<file path="config.mk">
export PLATFORM = sky130hd
export DESIGN_NAME = player_cmd_scheduler
export DESIGN_NICKNAME = d
export VERILOG_FILES = /design/src/rtl/player_cmd_scheduler.sv
export SDC_FILE = /design/constraint.sdc
export NUM_CORES = 1
export LEC_CHECK = 0
export ABC_AREA = 1
export ABC_CLOCK_PERIOD_IN_PS = 1780
export CAP_MARGIN = 15
export CELL_PAD_IN_SITES_DETAIL_PLACEMENT = 1
export CELL_PAD_IN_SITES_GLOBAL_PLACEMENT = 1
export CORE_MARGIN = 10
export CORE_UTILIZATION = 35
export DETAILED_ROUTE_END_ITERATION = 7
export PLACE_DENSITY_LB_ADDON = 0.1
export SETUP_SLACK_MARGIN = 0.4
export SYNTH_ARGS = -nofsm -noshare
export SYNTH_HDL_FRONTEND = slang
export SYNTH_SLANG_ARGS = --single-unit
</file>
<file path="constraint.sdc">
create_clock -name clk -period 1.78 [get_ports clk]
set_input_delay 0.178 -clock clk [delete_from_list [all_inputs] [get_ports clk]]
set_output_delay 0.178 -clock clk [all_outputs]
set_load 0.02 [all_outputs]
</file>
<file path="src/rtl/player_cmd_scheduler.sv">
// player_cmd_scheduler
//
// Merges Bluetooth command bytes and the four on-board buttons into one
// serialized command stream. The block owns the current track index and
// volume. It issues one-cycle load strobes toward the MP3 decoder and waits
// while the decoder reports busy. Bluetooth-originated commands are answered
// with an ack byte over a valid/ready handshake.
//
// Ports
//   clk          system clock
//   rst          asynchronous, active-high reset
//   bt_valid     one-cycle strobe, bt_data holds a received byte
//   bt_data      received command byte
//   btn_prev     debounced button level (rising edge = command)
//   btn_next     debounced button level
//   btn_up       debounced button level
//   btn_down     debounced button level
//   dec_busy     decoder busy, no grant and no WAIT exit while high
//   track        current track index (wraps)
//   volume       current volume, 0..15
//   track_load   one-cycle pulse, track just changed
//   vol_load     one-cycle pulse, volume just changed
//   ack_valid    ack byte available
//   ack_data     ack byte, held while ack_valid is high
//   ack_ready    transmit side accepts the ack
//   ovf          sticky, a Bluetooth byte was dropped
//
// state | meaning
// ------+----------------------------------------------------------------
// IDLE  | waiting for a pending request; grants it when the decoder is free
// WAIT  | a load was issued; hold at least 2 cycles, then until not busy
// ACK   | presenting the ack byte for a Bluetooth command until accepted

module player_cmd_scheduler #(
    parameter int          TRACKS_LOG2 = 3,
    parameter logic [3:0]  VOL_RESET   = 4'd8,
    parameter logic [7:0]  ERR_CODE    = 8'hEE
) (
    input  logic                   clk,
    input  logic                   rst,
    input  logic                   bt_valid,
    input  logic [7:0]             bt_data,
    input  logic                   btn_prev,
    input  logic                   btn_next,
    input  logic                   btn_up,
    input  logic                   btn_down,
    input  logic                   dec_busy,
    output logic [TRACKS_LOG2-1:0] track,
    output logic [3:0]             volume,
    output logic                   track_load,
    output logic                   vol_load,
    output logic                   ack_valid,
    output logic [7:0]             ack_data,
    input  logic                   ack_ready,
    output logic                   ovf
);

    localparam int TW = TRACKS_LOG2;

    localparam logic [7:0] CMD_PREV = 8'h01;
    localparam logic [7:0] CMD_NEXT = 8'h02;
    localparam logic [7:0] CMD_UP   = 8'h03;
    localparam logic [7:0] CMD_DOWN = 8'h04;

    // Loaded at grant; WAIT is left only once this reaches zero, which
    // gives the two-cycle minimum dwell.
    localparam logic [1:0] WAIT_LOAD = 2'd1;

    typedef enum logic [1:0] {
        ST_IDLE,
        ST_WAIT,
        ST_ACK
    } state_t;

    state_t state, state_nxt;

    logic       slot_valid;
    logic [7:0] slot_data;

    // Button bit order: [0]=prev, [1]=next, [2]=up, [3]=down
    logic [3:0] btn_lvl;
    logic [3:0] btn_q;
    logic [3:0] btn_rise;
    logic [3:0] btn_pend;

    logic       grant;
    logic       sel_bt;
    logic [3:0] sel_btn;
    logic [7:0] sel_cmd;
    logic       grant_bt;
    logic [3:0] grant_btn;

    logic          cmd_ok;
    logic [TW-1:0] trk_nxt;
    logic [3:0]    vol_nxt;
    logic          trk_chg;
    logic          vol_chg;
    logic [7:0]    ack_byte;

    logic       cur_bt;
    logic [1:0] wait_cnt;

    assign btn_lvl = {btn_down, btn_up, btn_next, btn_prev};

    // The edge-detector history follows the levels on every clock, reset
    // included, so a button already held when reset releases is not seen
    // as a new press.
    always_ff @(posedge clk) begin
        btn_q <= btn_lvl;
    end

    assign btn_rise = btn_lvl & ~btn_q;

    // Request selection: Bluetooth slot first, then prev, next, up, down.
    always_comb begin
        sel_bt  = 1'b0;
        sel_btn = 4'b0000;
        sel_cmd = 8'h00;
        if (slot_valid) begin
            sel_bt  = 1'b1;
            sel_cmd = slot_data;
        end else if (btn_pend[0]) begin
            sel_btn = 4'b0001;
            sel_cmd = CMD_PREV;
        end else if (btn_pend[1]) begin
            sel_btn = 4'b0010;
            sel_cmd = CMD_NEXT;
        end else if (btn_pend[2]) begin
            sel_btn = 4'b0100;
            sel_cmd = CMD_UP;
        end else if (btn_pend[3]) begin
            sel_btn = 4'b1000;
            sel_cmd = CMD_DOWN;
        end
    end

    assign grant     = (state == ST_IDLE) && (slot_valid || (|btn_pend)) && !dec_busy;
    assign grant_bt  = grant && sel_bt;
    assign grant_btn = grant ? sel_btn : 4'b0000;

    // Command decode and the resulting track/volume values.
    always_comb begin
        cmd_ok  = 1'b1;
        trk_nxt = track;
        vol_nxt = volume;
        if (sel_cmd == CMD_PREV) begin
            trk_nxt = track - TW'(1);
        end else if (sel_cmd == CMD_NEXT) begin
            trk_nxt = track + TW'(1);
        end else if (sel_cmd == CMD_UP) begin
            if (volume != 4'hF) begin
                vol_nxt = volume + 4'd1;
            end
        end else if (sel_cmd == CMD_DOWN) begin
            if (volume != 4'h0) begin
                vol_nxt = volume - 4'd1;
            end
        end else if (sel_cmd[7:3] == 5'b00010) begin
            trk_nxt = TW'(sel_cmd[2:0]);
        end else begin
            cmd_ok = 1'b0;
        end
    end

    assign trk_chg  = (trk_nxt != track);
    assign vol_chg  = (vol_nxt != volume);
    assign ack_byte = cmd_ok ? sel_cmd : ERR_CODE;

    always_comb begin
        state_nxt = state;
        case (state)
            ST_IDLE: begin
                if (grant) begin
                    if (trk_chg || vol_chg) begin
                        state_nxt = ST_WAIT;
                    end else if (sel_bt) begin
                        state_nxt = ST_ACK;
                    end
                end
            end
            ST_WAIT: begin
                if ((wait_cnt == 2'd0) && !dec_busy) begin
                    state_nxt = cur_bt ? ST_ACK : ST_IDLE;
                end
            end
            ST_ACK: begin
                if (ack_ready) begin
                    state_nxt = ST_IDLE;
                end
            end
            default: state_nxt = ST_IDLE;
        endcase
    end

    always_ff @(posedge clk or posedge rst) begin
        if (rst) begin
            state      <= ST_IDLE;
            slot_valid <= 1'b0;
            slot_data  <= 8'h00;
            btn_pend   <= 4'b0000;
            ovf        <= 1'b0;
            track      <= '0;
            volume     <= VOL_RESET;
            track_load <= 1'b0;
            vol_load   <= 1'b0;
            ack_valid  <= 1'b0;
            ack_data   <= 8'h00;
            cur_bt     <= 1'b0;
            wait_cnt   <= 2'd0;
        end else begin
            state      <= state_nxt;
            track_load <= grant && trk_chg;
            vol_load   <= grant && vol_chg;
            ack_valid  <= (state_nxt == ST_ACK);

            if (grant) begin
                track    <= trk_nxt;
                volume   <= vol_nxt;
                cur_bt   <= sel_bt;
                wait_cnt <= WAIT_LOAD;
            end else if ((state == ST_WAIT) && (wait_cnt != 2'd0)) begin
                wait_cnt <= wait_cnt - 2'd1;
            end

            if (grant_bt) begin
                ack_data <= ack_byte;
            end

            // A byte arriving in the cycle the slot is granted is accepted.
            if (bt_valid) begin
                if (!slot_valid || grant_bt) begin
                    slot_valid <= 1'b1;
                    slot_data  <= bt_data;
                end else begin
                    ovf <= 1'b1;
                end
            end else if (grant_bt) begin
                slot_valid <= 1'b0;
            end

            // A fresh edge in the grant cycle of the same button re-arms it.
            btn_pend <= (btn_pend & ~grant_btn) | btn_rise;
        end
    end

endmodule

</file>
Word-level counts from Yosys, hierarchy flattened
Cells that the tools add are included.
{ "classes": {"bitwise_logic": 6, "addsub": 5, "n_eq_ne": 12, "muxes": 41, "reduce_logical": 22} }
{ "op_table": {"columns": ["op", "n"], "rows": [
  ["4-bit two-way mux", 12],
  ["3-bit two-way mux", 9],
  ["8-bit by 2-bit == test with 1-bit output (second input constant)", 2],
  ["2-bit two-way mux", 8],
  ["8-bit two-way mux", 2],
  ["1-bit two-way mux", 9],
  ["4-bit bitwise AND", 2],
  ["8-bit by 1-bit == test with 1-bit output (second input constant)", 1],
  ["8-bit by 3-bit == test with 1-bit output (second input constant)", 1],
  ["4-bit NOT", 2],
  ["1-bit logical AND", 7],
  ["2-bit one-hot mux with 3 select lines", 1],
  ["2-bit AND reduction", 3],
  ["2-bit nonzero test", 3],
  ["5-bit by 2-bit == test with 1-bit output (second input constant)", 1],
  ["4-bit by 1-bit adder with 4-bit output (second input constant)", 1],
  ["2-bit == test (second input constant)", 2],
  ["2-bit zero test", 2],
  ["4-bit inequality test", 1],
  ["4-bit inequality test (second input constant)", 1],
  ["4-bit OR", 1],
  ["4-bit nonzero test", 1],
  ["4-bit OR reduction", 1],
  ["4-bit by 1-bit subtractor with 4-bit output (second input constant)", 1],
  ["9 further kinds", 12]
]} }
{ "totals": {"ff_bits": 41, "elab_cells": 100, "out_inout_bits": 19} }

Longest topological paths before layout
Gate-level depths: netlist of the first run.
{ "depth": {"ltp_word": 17, "mapped_depth": 16, "ltp_nobuf": 16} }

Worst setup path after synthesis of the first run
OpenSTA, ideal clock, no wires.
{ "synth_path": {"path_kind": "register to register", "start": "reg btn_pend[0]", "end": "reg slot_data[1]", "n_path_buf": 1, "arrival_time_ns": 1.613, "stages_incl_launch_ff": 11, "setup_slack_ns": 0.039, "period_less_slack_ns": 1.741, "path_cell_list": "dfrtp_1 -> nor2_2 -> nand2_1 -> or2_1 -> nand2_4 -> inv_4 -> nor2_2 -> inv_1 -> nand2_2 -> buf_6 -> mux2_1"} }
{ "synth_via": {"elab_chain_cells": 7} }
{ "synth_rtl": {"columns": ["item", "line_no", "text"], "rows": [
  ["start, declared", "84", "logic [3:0] btn_pend;"],
  ["start signal, assigned", "242", "btn_pend <= (btn_pend & ~grant_btn) | btn_rise;"],
  ["4-bit OR reduction", "137", "assign grant = (state == ST_IDLE) && (slot_valid || (|btn_pend)) && !dec_busy;"],
  ["1-bit logical OR", "137", null],
  ["1-bit logical AND (2 in series)", "137", null],
  ["1-bit logical AND", "138", "assign grant_bt = grant && sel_bt;"],
  ["1-bit logical OR", "231", "if (!slot_valid || grant_bt) begin"],
  ["2-bit AND reduction (no source line)", null, null],
  ["end signal, assigned", "233", "slot_data <= bt_data;"],
  ["end, declared", "78", "logic [7:0] slot_data;"]
]} }
Every way passes these cells.
A chain may end at the register's enable or synchronous reset.

Final worst setup path of the first run
{ "layout_path": {"start": "reg slot_valid", "end": "reg slot_data[4]"} }
{ "layout_via": {"elab_chain_cells": 6} }
{ "layout_rtl": {"columns": ["item", "line_no", "text"], "rows": [
  ["start, declared", "77", "logic slot_valid;"],
  ["start signal, assigned", "198", "slot_valid <= 1'b0;"],
  ["start signal, assigned", "232", "slot_valid <= 1'b1;"],
  ["start signal, assigned", "238", "slot_valid <= 1'b0;"],
  ["1-bit logical OR", "137", null],
  ["1-bit logical AND (2 in series)", "137", null],
  ["1-bit logical AND", "138", null],
  ["1-bit logical OR (*)", "231", null],
  ["2-bit AND reduction (no source line) (*)", null, null]
]} }
Every way passes the cells marked *; elsewhere a longest branch is shown, timed or not.

==> results.py, run 1 <==
metrics = {
    "sta": {
        "worst_clock_skew_ns": 0.0132,
        "slew_headroom_pct": 71.8,
        "finalCritPeriodShare_pct": 102,
        "setup_violations": 11,
        "holdWs_ns": 0.228,
        "worst_slew_pin_slew_ns": 0.421,
        "clock.fmax_mhz": 550,
        "finalMaxSlewViolations": 0,
        "fin_crit_ns": 1.82,
        "rsz0062_at_grt": "true",
        "finalHoldViolations": 0,
        "fin_ws_ns": -0.0388,
    },
    "clocking": {
        "clkLatencyLatePin_ns": 0.30,
        "cts-hold-fix-buffers": 0,
        "htreeDepth": 2,
        "clkSlewWorstSetupHoldPaths_ns": 0.09,
        "cts_tree": "yes",
        "cts_max_path_buffers": 2,
        "cts_sinks": 41,
        "cts_root_buf": "clkbuf_8",
        "cts_buffers": 5,
    },
    "critical_path": {
        "critPathRequiredTime_ns": 1.96,
        "timing.critical_path.cells": "nor2_4 -> buf_6 -> nand2_4 -> or2_4 -> nand2_4 -> inv_6 -> nor2_4 -> inv_2 -> nand2_4 -> mux2_4",
        "cpMaxStageDelayCell": "dfrtp_2",
        "cp.arrival_ns": 2.00,
        "slowest_delay_ns": 0.45,
        "critPathMaxFanout": 6,
        "cp_common_cell": "nand2_4",
        "critPathKind": "flop to flop",
        "cp-start-kind": "flop",
        "reg2reg_slack_ns": -0.04,
        "critPathCaptureType": "flop",
    },
    "synthesis": {
        "syn-num-nets": 283,
        "ys_warn_count": 0,
        "synth_top_flop_cell": "dfrtp_1",
        "synth_adder_area_share_pct": 2.89,
        "ys_seq_elements": 41,
        "synth_compound_area_share_pct": 9.87,
        "synth-xor-area-share_pct": 1.62,
        "syn_area_mm2": 0.00217,
        "synthSimpleGateAreaFrac_pct": 27.7,
        "syn_area_per_cell_um2": 8.30,
        "async_reset_ff_share_pct": 90.2,
        "muxShareOfSynthArea_pct": 2.60,
        "synth_top_family_by_area": "simple AND/OR/NAND/NOR gates",
        "syn_inst": 261,
        "ys_seq_area_share_pct": 46.5,
        "synth-edff-count": 0,
        "ys_types": 36,
    },
    "final_layout": {
        "areaGrowthSynthToFinish_pct": 51.8,
        "antenna_cells": 0,
        "drive_above_1_share_pct": 38.6,
        "fin_util_pct": 55.2,
        "finalNetCount": 358,
    },
    "detailed_routing": {
        "wl_met2_mm": 3.31,
        "drc_errors": 0,
        "drt_iter0_drc": 56,
        "top_layer_used": "met4",
        "vias": 1997,
        "wl_met1_mm": 2.53,
        "wl_met3_um": 229,
        "vias_per_cell": 4.85,
        "wl_mm": 6.13,
        "dr.pass1.iters": 4,
        "ant_nets": 0,
        "wl_per_cell_um": 14.9,
    },
    "run_status": {
        "status": "finished with violations",
        "violations": "setup timing",
    },
    "power_and_ir_drop": {
        "power_mw": 5.46,
        "p_leak_nw": 1.63,
        "ir_drop_uv": 801,
        "power_density_mw_per_mm2": 1660,
    },
    "floorplanning": {
        "initial_core_util_pct": 36.4,
        "core_mm2": 0.00596,
        "dieWidth_um": 98.7,
        "die_y_um": 98.7,
        "rows": 28,
        "ioPinCount": 36,
        "dieArea_mm2": 0.00974,
    },
    "hold_path": {
        "min_path_type": "input port to async pin",
    },
    "grt": {
        "grt_pass1_vias": 2074,
        "grt_pass1_wl_mm": 9.67,
        "grtUsageTotal_pct": 11.9,
        "antenna_found_initial": 0,
        "grt_start_max_net_pins": 38,
        "overflow": 0,
    },
    "flow_run": {
        "cap_violations": 0,
    },
    "place": {
        "io_buffers": 35,
        "routabilityCongestion": 0.812,
        "hpwl_mm": 4.26,
        "post-place-ws_ns": -0.0593,
    },
}
[cell families (layout without fill, tap and decap cells)]
logic type	Yosys count	count (layout)
AO/OA/AOI/OAI	36	36
XOR/XNOR	4	4
buffers and inverters	46	122
flip-flops	41	41
multiplexers	5	5
AND/OR/NAND/NOR	124	124
adder cells (fa/ha/maj)	5	5
[critical path, delay by kind of cell, from the launching register on]
kind	cells	cell delay [ns]
simple gates	6	0.72
flops	1	0.45
mux	1	0.31
buf+inv	3	0.22
[through the flow]
stage | area, um^2 | setup TNS (ns) | cells
floorplan | 2230 | 0 | 261
global placement | 2840 | -0.00857 | 392
detailed placement | 2840 | -0.346 | 392
CTS | 3130 | 0 | 406
global route | 3290 | -2.65 | 412
finish | 3290 | -0.300 | 412
[state kept, by name, indices dropped and copies added (netlist names)]
register,count
ack_data,8
slot_data,8
btn_pend,4
btn_q,4
volume,4
track,3
state,2
wait_cnt,2
ack_valid,1
cur_bt,1
ovf,1
slot_valid,1
track_load,1
vol_load,1
[area by class of cell]
cell class | instances | area [um^2]
fillers | 717 | 2670
multi-input cells | 174 | 1230
flip-flops and latches | 41 | 1010
repair buffers | 72 | 693
inverters | 42 | 168
well taps | 75 | 93.8
clock buffers | 8 | 90.1
[layout by cell type, fill, tap and decap left out, drive strengths merged]
master and n:
a31o 1, o22ai 1, dlygate4sd2 18, o22a 2, xnor2 1, mux2 5, o21a 4, clkbuf 8
nand3 23, or2 1, clkdlybuf4s50 16, ha 5, dfrtp 36, nor2 26, o211ai 1, o21ai 20
inv 42, buf 37, a31oi 1, clkdlybuf4s15 1, xor2 3, nor3 4, a21oi 6, dfstp 1
nand2 66, dfxtp 4, nand4 4
[power by group]
group | internal [mW] | switching (mW) | leakage [nW]
clock network | 0.317 | 0.323 | 0.0455
registers | 1.25 | 0.268 | 0.449
logic | 1.45 | 1.85 | 1.14
[synth_stat cells (all sizes together), types with 2 or more instances]
master | instances | area (um^2)
ha | 5 | 62.6
mux2 | 5 | 56.3
nand4 | 4 | 31.3
xor2 | 3 | 26.3
o21a | 4 | 30.0
dfrtp | 36 | 901
buf | 4 | 31.3
a21oi | 6 | 30.0
o22a | 2 | 17.5
nor2 | 26 | 128
o21ai | 20 | 108
inv | 42 | 160
nand3 | 23 | 120
nor3 | 4 | 20.0
dfxtp | 4 | 80.1
nand2 | 66 | 295
[layer usage]
metal,vias up,global-route usage [%]
li1,979,-
met1,987,13.5
met2,27,21.0
met3,4,3.28
met4,0,3.97
met5,-,0
[path summary, 6_finish.rpt]
| kind | from | end | cells past startpoint |
|---|---|---|---|
| worst max-delay path | slot_valid | slot_data[4] | 10 |
| worst min-delay path | rst | state[1] | 3 |
| worst max register to register | slot_valid | slot_data[4] | 10 |
| worst min register to register | btn_q[1] | btn_pend[1] | 1 |
| max in group asynchronous | rst | volume[3] | 3 |
| min in group clk | btn_next | btn_q[1] | 1 |
[what timing repair did]
item / 4_1_cts / 5_1_grt
resized for setup: 71 / 33
buffers inserted: 6 / 6
pin swaps: 8 / 6
endpoints found under the setup margin: 55 / 40
No activity file was read; power rests on OpenSTA's default activity.
==> inputs of run 2 (changes only) <==
--- a/config.mk
+++ b/config.mk
@@ -5,13 +5,12 @@
 export SDC_FILE = /design/constraint.sdc
 export NUM_CORES = 1
 export LEC_CHECK = 0
-export ABC_AREA = 1
 export ABC_CLOCK_PERIOD_IN_PS = 1780
 export CAP_MARGIN = 15
 export CELL_PAD_IN_SITES_DETAIL_PLACEMENT = 1
 export CELL_PAD_IN_SITES_GLOBAL_PLACEMENT = 1
-export CORE_MARGIN = 10
-export CORE_UTILIZATION = 35
+export CORE_MARGIN = 1
+export CORE_UTILIZATION = 37
 export DETAILED_ROUTE_END_ITERATION = 7
 export PLACE_DENSITY_LB_ADDON = 0.1
 export SETUP_SLACK_MARGIN = 0.4
==> results.py, run 2 <==
metrics = {
    "power_and_ir_drop": {
        "ir_drop_uv": 670,
        "pwr-share-seq_pct": 28.7,
        "p_leak_nw": 1.52,
        "p_sw_share_pct": 41.3,
        "p_clk_share_pct": 13.6,
        "power_frac_comb_pct": 57.7,
        "power_density_mw_per_mm2": 1600,
        "p_sw_mw": 2.26,
        "p_int_mw": 3.21,
    },
    "synthesis": {
        "synth.largest_area_cell": "dfrtp_1",
        "syn_area_mm2": 0.00213,
        "ys_seq_area_share_pct": 47.2,
        "synth_most_common_cell": "dfrtp_1",
        "syn_inst": 205,
        "ys_warn_count": 0,
        "ys_types": 57,
        "synth-edff-count": 0,
        "async_reset_ff_share_pct": 90.2,
        "synth_top_area_share_pct": 42.2,
        "ys_seq_elements": 41,
        "syn_area_per_cell_um2": 10.4,
        "synth_top_flop_cell": "dfrtp_1",
        "synthTopCellsByCount": "36 x dfrtp_1, 23 x nand2_1, 14 x inv_1",
        "syn-num-nets": 227,
        "synth_area_leaders": "dfrtp_1 42%, mux2_2 4.8%, nand2_1 4.0%",
    },
    "grt": {
        "grt_pass1_wl_mm": 10.8,
        "antenna_found_initial": 0,
        "overflow": 0,
        "grtUsageTotal_pct": 23.0,
        "grt_start_max_net_pins": 38,
        "grt_pass1_vias": 2163,
    },
    "clocking": {
        "cts_sinks": 41,
        "cts-hold-fix-buffers": 0,
        "cts_buffers": 5,
        "cts_max_path_buffers": 2,
        "htreeDepth": 2,
        "clkLatencyLatePin_ns": 0.30,
        "cts_root_buf": "clkbuf_8",
        "cts_tree": "yes",
        "clkSlewWorstSetupHoldPaths_ns": 0.08,
    },
    "critical_path": {
        "cp.arrival_ns": 2.44,
        "critPathKind": "flop to flop",
        "critPathMaxFanout": 4,
        "critPathLaunch": "slot_data[6]",
        "cp-start-kind": "flop",
        "r2r-start": "slot_data[6]",
        "critPathRequiredTime_ns": 1.96,
        "reg2reg_slack_ns": -0.48,
        "critPathCaptureType": "flop",
    },
    "detailed_routing": {
        "drc_errors": 0,
        "vias_per_cell": 5.44,
        "vias": 2049,
        "wl_per_cell_um": 19.3,
        "drt_iter0_drc": 66,
        "dr.pass1.iters": 4,
        "ant_nets": 0,
        "wl_mm": 7.29,
    },
    "sta": {
        "final.setup.tns_ns": -8.07,
        "finalHoldViolations": 0,
        "finalMaxSlewViolations": 0,
        "finalCritPeriodShare_pct": 127,
        "rsz0062_at_grt": "true",
        "clock.fmax_mhz": 443,
        "fin_ws_ns": -0.478,
        "setup_violations": 20,
        "slew_headroom_pct": 66.0,
        "worst_clock_skew_ns": 0.00743,
        "worst_slew_pin_slew_ns": 0.509,
        "fin_crit_ns": 2.26,
    },
    "final_layout": {
        "most-common-layout-cells": "45 x buf_4, 34 x dfrtp_1, 18 x dlygate4sd2_1",
        "fillers": 616,
        "antenna_cells": 0,
        "reg_top3": "ack_data (8), slot_data (8)",
        "layout.cells.non_filler": 377,
        "layout_commonest_cell": "buf_4",
        "fin_util_pct": 61.8,
        "areaGrowthSynthToFinish_pct": 60.5,
        "drive_above_1_share_pct": 43.0,
        "finalNetCount": 326,
    },
    "place": {
        "hpwl_mm": 4.31,
        "routabilityCongestion": 0.856,
        "io_buffers": 35,
        "place_inst": 351,
    },
    "flow_run": {
        "cap_violations": 0,
    },
    "floorplanning": {
        "dieArea_mm2": 0.00607,
        "ioPinCount": 36,
        "die_y_um": 77.9,
        "rows": 27,
        "dieWidth_um": 77.9,
        "core_mm2": 0.00554,
        "initial_core_util_pct": 38.5,
    },
    "hold_path": {
        "min_path_type": "input port to async pin",
    },
    "run_status": {
        "violations": "setup timing",
        "status": "finished with violations",
    },
}
-- run 2: repair_timing --
action | in CTS | in global routing
setup endpoints to repair | 53 | 36
pin swaps | 13 | 26
setup buffers | 12 | 6
gates resized for setup | 64 | 30
-- run 2: metrics by stage --
stage / cell area (um^2) / hold slack [ns] / power (mW) / setup slack (ns)
2_1_floorplan: 2160 / 0.206 / 2.89 / -0.276
3_3_place_gp: 2900 / 0.377 / 3.98 / -0.389
3_5_place_dp: 2900 / 0.398 / 4.05 / -0.449
4_1_cts: 3260 / 0.236 / 5.10 / -0.425
5_1_grt: 3420 / 0.274 / 5.77 / -0.525
6_report: 3420 / 0.230 / 5.46 / -0.478
-- run 2: logic make-up after synthesis --
| logic type | count (synthesis) | share of synthesized area (%) |
|---|---|---|
| fa+ha+maj | 5 | 2.93 |
| simple gates | 69 | 18.8 |
| xor+xnor | 5 | 2.05 |
| flops | 41 | 47.2 |
| buf+inv | 19 | 3.64 |
| compound gates | 57 | 20.6 |
| mux | 9 | 4.75 |
-- run 2: power by group through the flow --
| stage | Sequential, mW | Combinational [mW] | Clock [mW] |
|---|---|---|---|
| 2_1_floorplan | 1.68 | 1.20 | 0 |
| 3_3_place_gp | 1.55 | 2.43 | 0 |
| 3_5_place_dp | 1.57 | 2.48 | 0 |
| 4_1_cts | 1.55 | 2.79 | 0.770 |
| 5_1_grt | 1.60 | 3.37 | 0.797 |
| 6_report | 1.57 | 3.15 | 0.742 |
-- run 2: path summary, 6_finish.rpt --
path,depth (start not counted),to
worst max-delay path,7,ack_data[1]
worst min-delay path,3,state[1]
worst max register to register,7,ack_data[1]
worst min register to register,1,btn_pend[2]
max in group asynchronous,3,volume[3]
min in group clk,1,btn_q[2]
-- run 2: layer usage --
metal  part of all wire (%)  GRT usage [%]  wire length, um
met1                     42           28.2             3040
met2                     51           41.7             3750
met3                    3.4           3.18              247
met4                    3.6           6.67              260
met5                      0              0                0
-- run 2: layout make-up --
cell class / instances / area (um^2) / area share [%]
clock inverters: 2 / 35.0 / 1.02
multi-input cells: 145 / 1300 / 38.0
well taps: 72 / 90.1 / 2.63
flip-flops and latches: 41 / 1010 / 29.5
clock buffers: 6 / 72.6 / 2.12
repair buffers: 97 / 861 / 25.1
inverters: 14 / 52.6 / 1.54
-- run 2: worst max-delay path, cell delays in order (launching register included) --
cell and delay, ns:
dfrtp_1 0.38, or4b_4 0.60, o32a_1 0.40, nor3_4 0.24
buf_6 0.16, nor4_4 0.05, nor2_2 0.20, a21oi_1 0.11
